<file path="config.mk">
export PLATFORM = sky130hd
export DESIGN_NAME = uart_rx_core
export DESIGN_NICKNAME = d
export VERILOG_FILES = /design/src/rtl/uart_pkg.sv /design/src/rtl/uart_rx_sync.sv /design/src/rtl/uart_rx_core.sv
export SDC_FILE = /design/constraint.sdc
export NUM_CORES = 1
export LEC_CHECK = 0
export BUFFER_PORTS_ARGS = -buffer_cell sky130_fd_sc_hd__clkbuf_2
export CAP_MARGIN = 20
export CORE_AREA = 2 2 79 81
export CTS_CLUSTER_SIZE = 30
export DETAILED_ROUTE_END_ITERATION = 8
export DIE_AREA = 0 0 81 83
export PLACE_DENSITY = 0.55
export SYNTH_ARGS = -nofsm -noshare
export SYNTH_HDL_FRONTEND = slang
export SYNTH_SLANG_ARGS = --single-unit
</file>
<file path="constraint.sdc">
create_clock -name clk -period 2.04 [get_ports clk]
set_clock_uncertainty 0.1 [all_clocks]
set_input_delay 0.408 -clock clk [delete_from_list [all_inputs] [get_ports clk]]
set_output_delay 0.408 -clock clk [all_outputs]
set_load 0.03 [all_outputs]
</file>
<file path="src/rtl/uart_pkg.sv">
// rtl/uart_pkg.sv - shared types, constants and helpers for the UART receive path
// Contents: rx_state_t FSM encoding, PAR_NONE/PAR_EVEN/PAR_ODD mode codes, clog2()
package uart_pkg;

    typedef enum logic [2:0] {
        ST_IDLE      = 3'd0,
        ST_START     = 3'd1,
        ST_DATA      = 3'd2,
        ST_PARITY    = 3'd3,
        ST_STOP      = 3'd4,
        ST_WAIT_HIGH = 3'd5
    } rx_state_t;

    localparam logic [1:0] PAR_NONE = 2'b00;
    localparam logic [1:0] PAR_EVEN = 2'b01;
    localparam logic [1:0] PAR_ODD  = 2'b10;

    function automatic int clog2(input int value);
        int r;
        r = 0;
        for (int i = 0; i < 31; i++) begin
            if ((1 << i) < value) r = i + 1;
        end
        return r;
    endfunction

endpackage

</file>
<file path="src/rtl/uart_rx_sync.sv">
// rtl/uart_rx_sync.sv - 2-flop line synchroniser and 3-sample majority voter
// Ports:
//   clk, arst_n   clock, asynchronous active-low reset
//   rx            raw asynchronous serial line (idle high)
//   baud_tick     oversample strobe
//   tick_cnt      current oversample position inside the bit
//   rxs           synchronised line
//   maj_bit       2-of-3 vote of samples at OVS/2-1, OVS/2 and the live rxs;
//                 meaningful when baud_tick is high with tick_cnt == OVS/2+1
module uart_rx_sync
    import uart_pkg::*;
#(
    parameter int OVS = 16,
    parameter int CW  = clog2(OVS)
) (
    input  logic          clk,
    input  logic          arst_n,
    input  logic          rx,
    input  logic          baud_tick,
    input  logic [CW-1:0] tick_cnt,
    output logic          rxs,
    output logic          maj_bit
);

    localparam logic [CW-1:0] T_S0 = CW'(OVS / 2 - 1);
    localparam logic [CW-1:0] T_S1 = CW'(OVS / 2);

    logic meta_q;
    logic sync_q;
    logic s0_q;
    logic s1_q;

    // Flops reset to 1 so a reset never looks like a start edge.
    always_ff @(posedge clk or negedge arst_n) begin
        if (!arst_n) begin
            meta_q <= 1'b1;
            sync_q <= 1'b1;
            s0_q   <= 1'b1;
            s1_q   <= 1'b1;
        end else begin
            meta_q <= rx;
            sync_q <= meta_q;
            if (baud_tick && tick_cnt == T_S0) s0_q <= sync_q;
            if (baud_tick && tick_cnt == T_S1) s1_q <= sync_q;
        end
    end

    // Third sample is the live value at the decision tick, saving a flop.
    assign rxs     = sync_q;
    assign maj_bit = (s0_q & s1_q) | (s0_q & sync_q) | (s1_q & sync_q);

endmodule

</file>
<file path="src/rtl/uart_rx_core.sv">
// rtl/uart_rx_core.sv - parametrised UART receive engine (start detect, majority vote, deserialise, stop/parity check)
// Optional feature macro: UART_RX_PARITY_EN (adds PARITY state, honours parity_mode, drives parity_err)
// Ports:
//   clk, arst_n   clock, asynchronous active-low reset
//   rx_en         receiver enable, low aborts any frame
//   baud_tick     1-clk strobe, OVS per bit period
//   rx            raw serial line
//   parity_mode   00/11 none, 01 even, 10 odd
//   rx_data       last received word
//   rx_valid      1-clk pulse qualifying rx_data and error flags
//   busy          high from start detect until back in IDLE
//   frame_err     stop bit sampled 0 (valid with rx_valid)
//   parity_err    parity mismatch (valid with rx_valid)
//   break_det     line held low after a framing error
module uart_rx_core
    import uart_pkg::*;
#(
    parameter int DATA_W    = 8,
    parameter int OVS       = 16,
    parameter int STOP_BITS = 1,
    parameter int LSB_FIRST = 1
) (
    input  logic              clk,
    input  logic              arst_n,
    input  logic              rx_en,
    input  logic              baud_tick,
    input  logic              rx,
    input  logic [1:0]        parity_mode,
    output logic [DATA_W-1:0] rx_data,
    output logic              rx_valid,
    output logic              busy,
    output logic              frame_err,
    output logic              parity_err,
    output logic              break_det
);

    localparam int CW = clog2(OVS);
    localparam int BW = clog2(DATA_W);

    localparam logic [CW-1:0] T_DEC  = CW'(OVS / 2 + 1);
    localparam logic [CW-1:0] T_LAST = CW'(OVS - 1);
    localparam logic [BW-1:0] B_LAST = BW'(DATA_W - 1);

    rx_state_t         state;
    logic [CW-1:0]     tick_cnt;
    logic [BW-1:0]     bit_cnt;
    logic [DATA_W-1:0] shreg;
    logic              stop0_ok;
    logic              rxs;
    logic              maj;
    logic              dec;
    logic              end_bit;
    logic              last_stop;
    logic              stop_ok;
    logic              par_flag;

    uart_rx_sync #(.OVS(OVS), .CW(CW)) u_sync (
        .clk       (clk),
        .arst_n    (arst_n),
        .rx        (rx),
        .baud_tick (baud_tick),
        .tick_cnt  (tick_cnt),
        .rxs       (rxs),
        .maj_bit   (maj)
    );

    assign dec     = baud_tick && (tick_cnt == T_DEC);
    assign end_bit = baud_tick && (tick_cnt == T_LAST);

    // In STOP, bit_cnt counts stop bits; the final one is the only one reported.
    assign last_stop = (STOP_BITS == 1) || (bit_cnt != '0);
    assign stop_ok   = maj && ((STOP_BITS == 1) || stop0_ok);

`ifdef UART_RX_PARITY_EN
    logic par_l;
    assign par_flag = par_l;
`else
    logic unused_parity_mode;
    assign unused_parity_mode = ^parity_mode;
    assign par_flag = 1'b0;
`endif

    always_ff @(posedge clk or negedge arst_n) begin
        if (!arst_n) begin
            state      <= ST_IDLE;
            tick_cnt   <= '0;
            bit_cnt    <= '0;
            shreg      <= '0;
            stop0_ok   <= 1'b0;
            rx_data    <= '0;
            rx_valid   <= 1'b0;
            busy       <= 1'b0;
            frame_err  <= 1'b0;
            parity_err <= 1'b0;
            break_det  <= 1'b0;
`ifdef UART_RX_PARITY_EN
            par_l      <= 1'b0;
`endif
        end else begin
            rx_valid   <= 1'b0;
            frame_err  <= 1'b0;
            parity_err <= 1'b0;
            if (!rx_en) begin
                state     <= ST_IDLE;
                tick_cnt  <= '0;
                bit_cnt   <= '0;
                busy      <= 1'b0;
                break_det <= 1'b0;
            end else begin
                // Bit-timing counter runs only while inside a frame; entry points clear it.
                if (state != ST_IDLE && state != ST_WAIT_HIGH && baud_tick)
                    tick_cnt <= end_bit ? '0 : tick_cnt + 1'b1;

                case (state)
                    ST_IDLE: begin
                        tick_cnt <= '0;
                        if (!rxs) begin
                            state   <= ST_START;
                            busy    <= 1'b1;
                            bit_cnt <= '0;
                        end
                    end
                    ST_START: begin
                        if (dec && maj) begin
                            state    <= ST_IDLE;
                            busy     <= 1'b0;
                            tick_cnt <= '0;
                        end else if (end_bit) begin
                            state   <= ST_DATA;
                            bit_cnt <= '0;
                        end
                    end
                    ST_DATA: begin
                        if (dec) begin
                            if (LSB_FIRST != 0) shreg <= {maj, shreg[DATA_W-1:1]};
                            else                shreg <= {shreg[DATA_W-2:0], maj};
                        end
                        if (end_bit) begin
                            if (bit_cnt == B_LAST) begin
                                bit_cnt <= '0;
`ifdef UART_RX_PARITY_EN
                                state   <= ST_PARITY;
`else
                                state   <= ST_STOP;
`endif
                            end else begin
                                bit_cnt <= bit_cnt + 1'b1;
                            end
                        end
                    end
`ifdef UART_RX_PARITY_EN
                    ST_PARITY: begin
                        if (dec) begin
                            case (parity_mode)
                                PAR_EVEN: par_l <= (maj != (^shreg));
                                PAR_ODD:  par_l <= (maj != (~^shreg));
                                default:  par_l <= 1'b0;
                            endcase
                        end
                        if (end_bit) state <= ST_STOP;
                    end
`endif
                    ST_STOP: begin
                        if (dec) begin
                            if (last_stop) begin
                                // Reported half a bit early so the next start edge can be caught.
                                rx_data    <= shreg;
                                rx_valid   <= 1'b1;
                                frame_err  <= !stop_ok;
                                parity_err <= par_flag;
                                tick_cnt   <= '0;
                                bit_cnt    <= '0;
                                if (!stop_ok && !rxs) begin
                                    state     <= ST_WAIT_HIGH;
                                    break_det <= 1'b1;
                                end else begin
                                    state <= ST_IDLE;
                                    busy  <= 1'b0;
                                end
                            end else begin
                                stop0_ok <= maj;
                            end
                        end else if (end_bit) begin
                            bit_cnt <= bit_cnt + 1'b1;
                        end
                    end
                    ST_WAIT_HIGH: begin
                        tick_cnt <= '0;
                        if (rxs) begin
                            state     <= ST_IDLE;
                            busy      <= 1'b0;
                            break_det <= 1'b0;
                        end
                    end
                    default: begin
                        state     <= ST_IDLE;
                        busy      <= 1'b0;
                        break_det <= 1'b0;
                    end
                endcase
            end
        end
    end

endmodule

</file>
* Yosys cells after proc, flatten, opt, wreduce, memory -nomap -nowiden
Cells that the tools add are included.
Storage, ports and cells: flip-flop bits (word level) 34, bits of input ports 7, output and inout bits 13
Cells by class: add/subtract/negate cells 2, equality and inequality tests 25, multiplexer cells 42, bitwise operators 5, reduce and logical (&&, ||, !) cells 20
Operators with widths (count):
- 3-bit 2-to-1 mux | 17
- 3-bit != test (second input constant) | 10
- 4-bit 2-to-1 mux | 5
- 6-bit AND reduction | 3
- 1-bit 2-to-1 mux | 15
- 3-bit case mux with 5 select lines | 1
- 4-bit equality test (second input constant) | 3
- 3-bit case mux with 4 select lines | 1
- 4-bit case mux with 3 select lines | 1
- 3-bit equality test (second input constant) | 3
- 1-bit logical AND | 8
- 4-bit != test (second input constant) | 2
- 3-bit AND reduction | 2
- 5-bit by 1-bit != test with 1-bit output (second input constant) | 1
- 1-bit case mux with 5 select lines | 1
- 4-bit by 1-bit adder with 4-bit output (second input constant) | 1
- 4-bit by 3-bit equality test with 1-bit output (second input constant) | 1
- 2-bit != test (second input constant) | 2
- 4-bit AND reduction | 1
- 3-bit by 1-bit adder with 3-bit output (second input constant) | 1
- 1-bit bitwise AND | 3
- 3-bit by 1-bit equality test with 1-bit output (second input constant) | 1
- 3-bit by 2-bit equality test with 1-bit output (second input constant) | 1
- 3-bit zero test | 1
- 7 further kinds | 9

* Depth between registers and ports, before layout
Gate-level depths: netlist of the first run.
depth after elaboration 9, gate-level depth with buffers 8, mapped depth without buffers 7

* By module
Synthesis of the first run repeated with hierarchy kept, for this count alone.
Unflattened totals: cells, all modules 156, area, all modules 1871.8 um^2
Modules (own cells, without submodules):
- uart_rx_core | instances 1, cells each 145, area each 1699.1 um^2
- uart_rx_sync | instances 1, cells each 11, area each 172.7 um^2

* Worst setup path after synthesis of the first run
No wires, ideal clock.
path kind register to register, start point register tick_cnt[0], end point register bit_cnt[0], library setup time 125 ps, arrival time 1752 ps, slack 63 ps, stages on the path, launching flop included 7, buffers on the path 1, clock period less this slack 1977 ps, cells stage by stage dfrtp_1 ha_1 and4_4 buf_6 or3_4 o211ai_4 mux2_4
Between the ends: longest elaborated chain between the ends 5, elaborated cells between the ends (all ways) 13
RTL lines:
- start, declared | line uart_rx_core.sv:45 | logic [CW-1:0] tick_cnt;
- start signal, assigned | line uart_rx_core.sv:112 | tick_cnt <= end_bit ? '0 : tick_cnt + 1'b1;
- 4-bit equality test | line uart_rx_core.sv:67 | assign dec = baud_tick && (tick_cnt == T_DEC);
- 1-bit logical AND | line uart_rx_core.sv:67
- 3-bit 2-to-1 mux or 1-bit logical AND (tied branches) | line uart_rx_core.sv:164, uart_rx_core.sv:124
- 3-bit case mux with 4 select lines or 3-bit != test (tied branches)
- 3-bit 2-to-1 mux or 6-bit AND reduction (tied branches)
- end signal, assigned | line uart_rx_core.sv:147 | bit_cnt <= bit_cnt + 1'b1;
- end signal, assigned | line uart_rx_core.sv:184 | bit_cnt <= bit_cnt + 1'b1;
- end, declared | line uart_rx_core.sv:46 | logic [BW-1:0] bit_cnt;
Several ways; a longest one is shown, not always the timed one. A chain may end at the register's enable or synchronous reset.

* Worst setup path in the final report of the first run
Same ends and word-level chain as after synthesis.

==> results of run 1 <==
through the flow:
step | total power [mW] | worst slack, ns | instance area (um^2) | instances
finish | 1.542 | 0.06798 | 2039 | 264
floorplan | 0.7594 | 0.06337 | 1729 | 167
global placement | 0.7977 | 0.08127 | 1901 | 256
global route | 1.606 | 0.003123 | 2039 | 264
CTS | 1.566 | 0.06380 | 2038 | 264
detailed placement | 0.7981 | 0.08065 | 1901 | 256
state kept, by name, indices dropped and copies added, names as in the netlist:
register,flops
bit_cnt,3
frame_err,1
rx_data,8
shreg,8
state,3
rx_valid,1
break_det,1
busy,1
u_sync.s0_q,1
tick_cnt,4
u_sync.meta_q,1
u_sync.s1_q,1
u_sync.rxs,1
cell families (layout without fill, tap and decap cells):
| logic type | Yosys count | count (layout) |
|---|---|---|
| simple gates | 72 | 72 |
| flops | 34 | 34 |
| fa+ha+maj | 6 | 6 |
| mux | 14 | 14 |
| compound gates | 25 | 25 |
| other cells | 1 | 1 |
| xor+xnor | 1 | 1 |
| buf+inv | 14 | 36 |
cell type report:
type	instances	area [um^2]	share of cell area, %
Tap cell	75	93.84	4.601
Timing Repair Buffer	22	125.1	6.135
Sequential cell	34	855.8	41.96
Clock buffer	5	68.82	3.374
Clock inverter	3	68.82	3.374
Inverter	6	22.52	1.104
Multi-Input combinational cell	119	804.5	39.45
metal layers:
| metal | global-route usage (%) | up-vias | routed length, um |
|---|---|---|---|
| met5 | 0 | - | 0 |
| met4 | 5.085 | 0 | 64 |
| met3 | 2.935 | 7 | 86 |
| met2 | 18.86 | 15 | 1597 |
| met1 | 14.59 | 621 | 1607 |
| li1 | - | 624 | - |
where the power goes:
| group | internal [mW] | switching [mW] | total (mW) |
|---|---|---|---|
| sequential | 0.682 | 0.00415 | 0.686 |
| clock | 0.490 | 0.268 | 0.758 |
| combinational | 0.0346 | 0.0630 | 0.0976 |
path summary, 6_finish.rpt:
check	to	depth (start not counted)	slack, ns	start
worst max-delay path	bit_cnt[0]	5	0.07	tick_cnt[0]
worst min-delay path	rx_data[1]	2	0.04	arst_n
worst max register to register	bit_cnt[0]	5	0.07	tick_cnt[0]
worst min register to register	u_sync.rxs	0	0.26	u_sync.meta_q
max in group asynchronous	u_sync.s1_q	2	1.45	arst_n
min in group clk	u_sync.meta_q	1	0.09	rx
critical path, stage by stage (launching register included):
cell and delay [ns]:
dfrtp_1 0.43, ha_1 0.26, and4_4 0.24, or3_4 0.41, o211ai_4 0.11, mux2_4 0.32
Yosys cell counts (2+ instances only):
master	count	area (um^2)
o21ai_1	3	15.01
buf_2	5	25.02
mux2i_1	2	20.02
nor2_1	8	30.03
nor3_1	2	10.01
nor2b_1	4	25.02
or3_1	2	12.51
mux2_2	3	33.78
nand4b_1	2	17.52
ha_1	5	62.56
nand3_2	2	20.02
mux2_1	7	78.83
nand3_1	2	10.01
inv_1	5	18.77
nand2_1	38	142.6
a21oi_1	8	40.04
and2b_1	2	15.01
dfrtp_1	30	750.7
mux2_4	2	30.03
dfstp_2	4	105.1
nand4_1	2	12.51
==> results.json, run 1 <==
{
  "synthFlopType": "dfrtp_1",
  "cts_buffers": 5,
  "wire_per_inst_um": 12.71,
  "layout_commonest_cell": "nand2_1",
  "cts.sinks": 34,
  "dp_hpwl_um": 2358,
  "whs_ns": 0.03637,
  "start_util_pct": 29.73,
  "gp_congestion": 0.7672,
  "synth_nets": 179,
  "synthMuxAreaShare_pct": 9.407,
  "cp-start-kind": "register",
  "layout.nets": 200,
  "path_clk_slew_ns": 0.08,
  "drt_iter0_markers": 65,
  "final_layout_size_suffix_gt1_share_pct": 27.51,
  "grt_use_total_pct": 11.69,
  "synth_edf_count": 0,
  "die_w_um": 81,
  "synth_xor_area_share_pct": 0.5065,
  "slew_viol_final": 0,
  "numPortBuffers": 16,
  "gr-total-overflow": 0,
  "status": "complete, no violations",
  "n_fill_cell": 605,
  "die_y_um": 83,
  "holdBufCountCts": 0,
  "fmax_mhz": 507.1,
  "mostFrequentLayoutCells": "nand2_1, dfrtp_1, clkbuf_2",
  "cts_setup_buffers": 0,
  "grt_max_degree": 35,
  "drc": 0,
  "cts_resized": 0,
  "insertion_delay_ns": 0.29,
  "yosysSeqAreaShare_pct": 49.49,
  "relSlewSlack_pct": 65.72,
  "grt_pass1_vias": 1319,
  "synth_fa_ha_area_share_pct": 4.197,
  "syn_area_um2": 1729,
  "tightest_slew_ns": 0.5111,
  "path_max_fanout": 6,
  "synth-simple-area-share_pct": 21.42,
  "path_class": "reg2reg",
  "num_rows": 28,
  "cts-root-buf": "clkbuf_8",
  "period_share_pct": 96.67,
  "grt_antenna_before_repair": 0,
  "diodes": 0,
  "power_density_nw_per_um2": 755.9,
  "async_flop_share_pct": 100.0,
  "syn_inst": 167,
  "vias": 1267,
  "syn2layout_area_growth_pct": 17.95,
  "tritoncts": "done",
  "timing.final.hold_violations": 0,
  "crit_path_end_kind": "register",
  "die_area_um2": 6723,
  "critical_path_arrival_ns": 2.05,
  "required_ns": 2.12,
  "synth_warnings": 0,
  "cts-htree-levels": 2,
  "cellLeakagePower_nw": 1.004,
  "max_cap_violations": 0,
  "hp-class": "in2async",
  "ant_nets": 0,
  "utilization_pct": 35.07,
  "tns_ns": 0,
  "synth_cell_type_count": 50,
  "grt_pass1_wl_um": 6120,
  "min_period_ns": 1.972,
  "synth-seq-cells": 34,
  "ir_drop_mv": 0.3295,
  "io_pins": 20,
  "setup_violations": 0,
  "first_pass_iters": 4,
  "syn_avg_cell_area_um2": 10.35,
  "fp.coreArea_um2": 5816,
  "synth_top_family_by_area": "simple AND/OR/NAND/NOR gates",
  "synth-compound-area-share_pct": 10.71,
  "vias_per_cell": 4.799,
  "rsz0062_at_grt": "no",
  "wl_um": 3356,
  "clockBufferDepth": 2
}
Power figures use the tool's default switching activity.
==> run 2: changes to the inputs <==
BUFFER_PORTS_ARGS = -buffer_cell sky130_fd_sc_hd__buf_2   (was -buffer_cell sky130_fd_sc_hd__clkbuf_2)
REMOVE_ABC_BUFFERS = 1   (was not set)
==> run 2 against run 1 <==
- flip-flop and latch count did not move
- design area fell by 2.4%
- die area did not move
- highest routed layer unchanged
- global-route usage barely moved
- largest cell class unchanged
- combinational power barely moved
- sequential power barely moved
- sequential share of layout area rose by 1.1 points
==> results.json, run 2 (synthesis results as in run 1) <==
{
  "status": "complete, no violations",
  "first_pass_iters": 4,
  "rsz0062_at_grt": "no",
  "path_clk_slew_ns": 0.07,
  "path_max_fanout": 6,
  "required_ns": 2.11,
  "mostFrequentLayoutCells": "nand2_1, dfrtp_1, buf_2",
  "ant_nets": 0,
  "clockBufferDepth": 2,
  "grt_pass1_vias": 1259,
  "path_class": "reg2reg",
  "cts_setup_buffers": 0,
  "preCtsSetupSlack_ns": 0.07237,
  "wl_um": 3337,
  "period_share_pct": 96.67,
  "layout_commonest_cell": "nand2_1",
  "grt_antenna_before_repair": 0,
  "relSlewSlack_pct": 66.63,
  "holdBufCountCts": 0,
  "die_y_um": 83,
  "cts-root-buf": "clkbuf_8",
  "critical_path_arrival_ns": 2.04,
  "hp-class": "in2async",
  "final_layout_size_suffix_gt1_share_pct": 27.66,
  "tightest_slew_ns": 0.4976,
  "p_sw_share_pct": 24.02,
  "n_fill_cell": 626,
  "io_pins": 20,
  "dp_cells": 255,
  "p_int_mw": 0.9884,
  "wire_per_inst_um": 12.69,
  "drt_iter0_markers": 46,
  "placed_cell_area_um2": 1893,
  "layout.nets": 199,
  "cp-start-kind": "register",
  "rrSetupSlack_ns": 0.07,
  "cts_buffers": 5,
  "grt_max_degree": 35,
  "seqPwrFrac_pct": 52.8,
  "fmax_mhz": 507.1,
  "cellLeakagePower_nw": 0.9856,
  "drc": 0,
  "diodes": 0,
  "reg2reg_from": "tick_cnt[0]",
  "finalNonFillerCells": 263,
  "fp.coreArea_um2": 5816,
  "grt_use_total_pct": 11.66,
  "syn2layout_area_growth_pct": 15.12,
  "power_density_nw_per_um2": 653.5,
  "stdcell_area_um2": 1991,
  "setup_violations": 0,
  "largest_registers": "rx_data: 8 flops, shreg: 8 flops, tick_cnt: 4 flops",
  "fin_ws_ns": 0.06791,
  "switchingPower_mw": 0.3125,
  "dp_hpwl_um": 2388,
  "slew_viol_final": 0,
  "gr-total-overflow": 0,
  "grt_pass1_wl_um": 6175,
  "vias_per_cell": 4.669,
  "r2r_end": "bit_cnt[2]",
  "timing.final.hold_violations": 0,
  "whs_ns": 0.05189,
  "vias": 1228,
  "cts.sinks": 34,
  "tritoncts": "done",
  "start_util_pct": 29.73,
  "crit_path_end_kind": "register",
  "insertion_delay_ns": 0.28,
  "max_cap_violations": 0,
  "ff_latch_area_um2": 857.1,
  "die_w_um": 81,
  "ff2ff_path_depth": 5,
  "tns_ns": 0,
  "clock_power_share_pct": 39.7,
  "cts-htree-levels": 2,
  "ir_drop_mv": 0.2560,
  "numPortBuffers": 16,
  "power_mw": 1.301,
  "utilization_pct": 34.23,
  "num_rows": 28,
  "pwr-share-comb_pct": 7.5,
  "cts_resized": 0,
  "gp_congestion": 0.7646,
  "die_area_um2": 6723,
  "multiInputGateArea_um2": 804.5,
  "min_period_ns": 1.972
}
run 2: worst max path at each step:
stage | endpoint | start
2_1_floorplan | bit_cnt[0] | tick_cnt[0]
3_3_place_gp | bit_cnt[0] | tick_cnt[0]
3_5_place_dp | bit_cnt[0] | tick_cnt[0]
4_1_cts | bit_cnt[0] | tick_cnt[0]
5_1_grt | bit_cnt[0] | tick_cnt[0]
6_report | bit_cnt[2] | tick_cnt[0]
run 2: worst max-delay path, stage by stage, from the launching register on:
cell	delay (ns)
dfrtp_2	0.44
ha_1	0.25
and4_4	0.24
or3_4	0.41
o211ai_4	0.11
mux2_4	0.32
run 2: layer usage:
layer / track usage (%) / wire length, um / part of all wire (%)
met4: 4.160 / 41 / 1.2
met5: 0 / 0 / 0
met2: 17.21 / 1515 / 45
met3: 2.609 / 84 / 2.5
met1: 16.62 / 1695 / 51
run 2: layout make-up:
cell class	instances	share of cell area (%)
clock inverters	2	0.6285
repair buffers	21	5.908
inverters	6	1.131
well taps	75	4.714
clock buffers	6	4.148
multi-input cells	119	40.41
flip-flops and latches	34	43.05
run 2: power groups by stage:
stage	combinational (mW)	clock, mW	sequential (mW)
final	0.0975	0.517	0.687
after global routing	0.110	0.571	0.688
after CTS	0.0989	0.541	0.686
after detailed placement	0.0986	0	0.699
after global placement	0.0987	0	0.699
after floorplan	0.0452	0	0.709
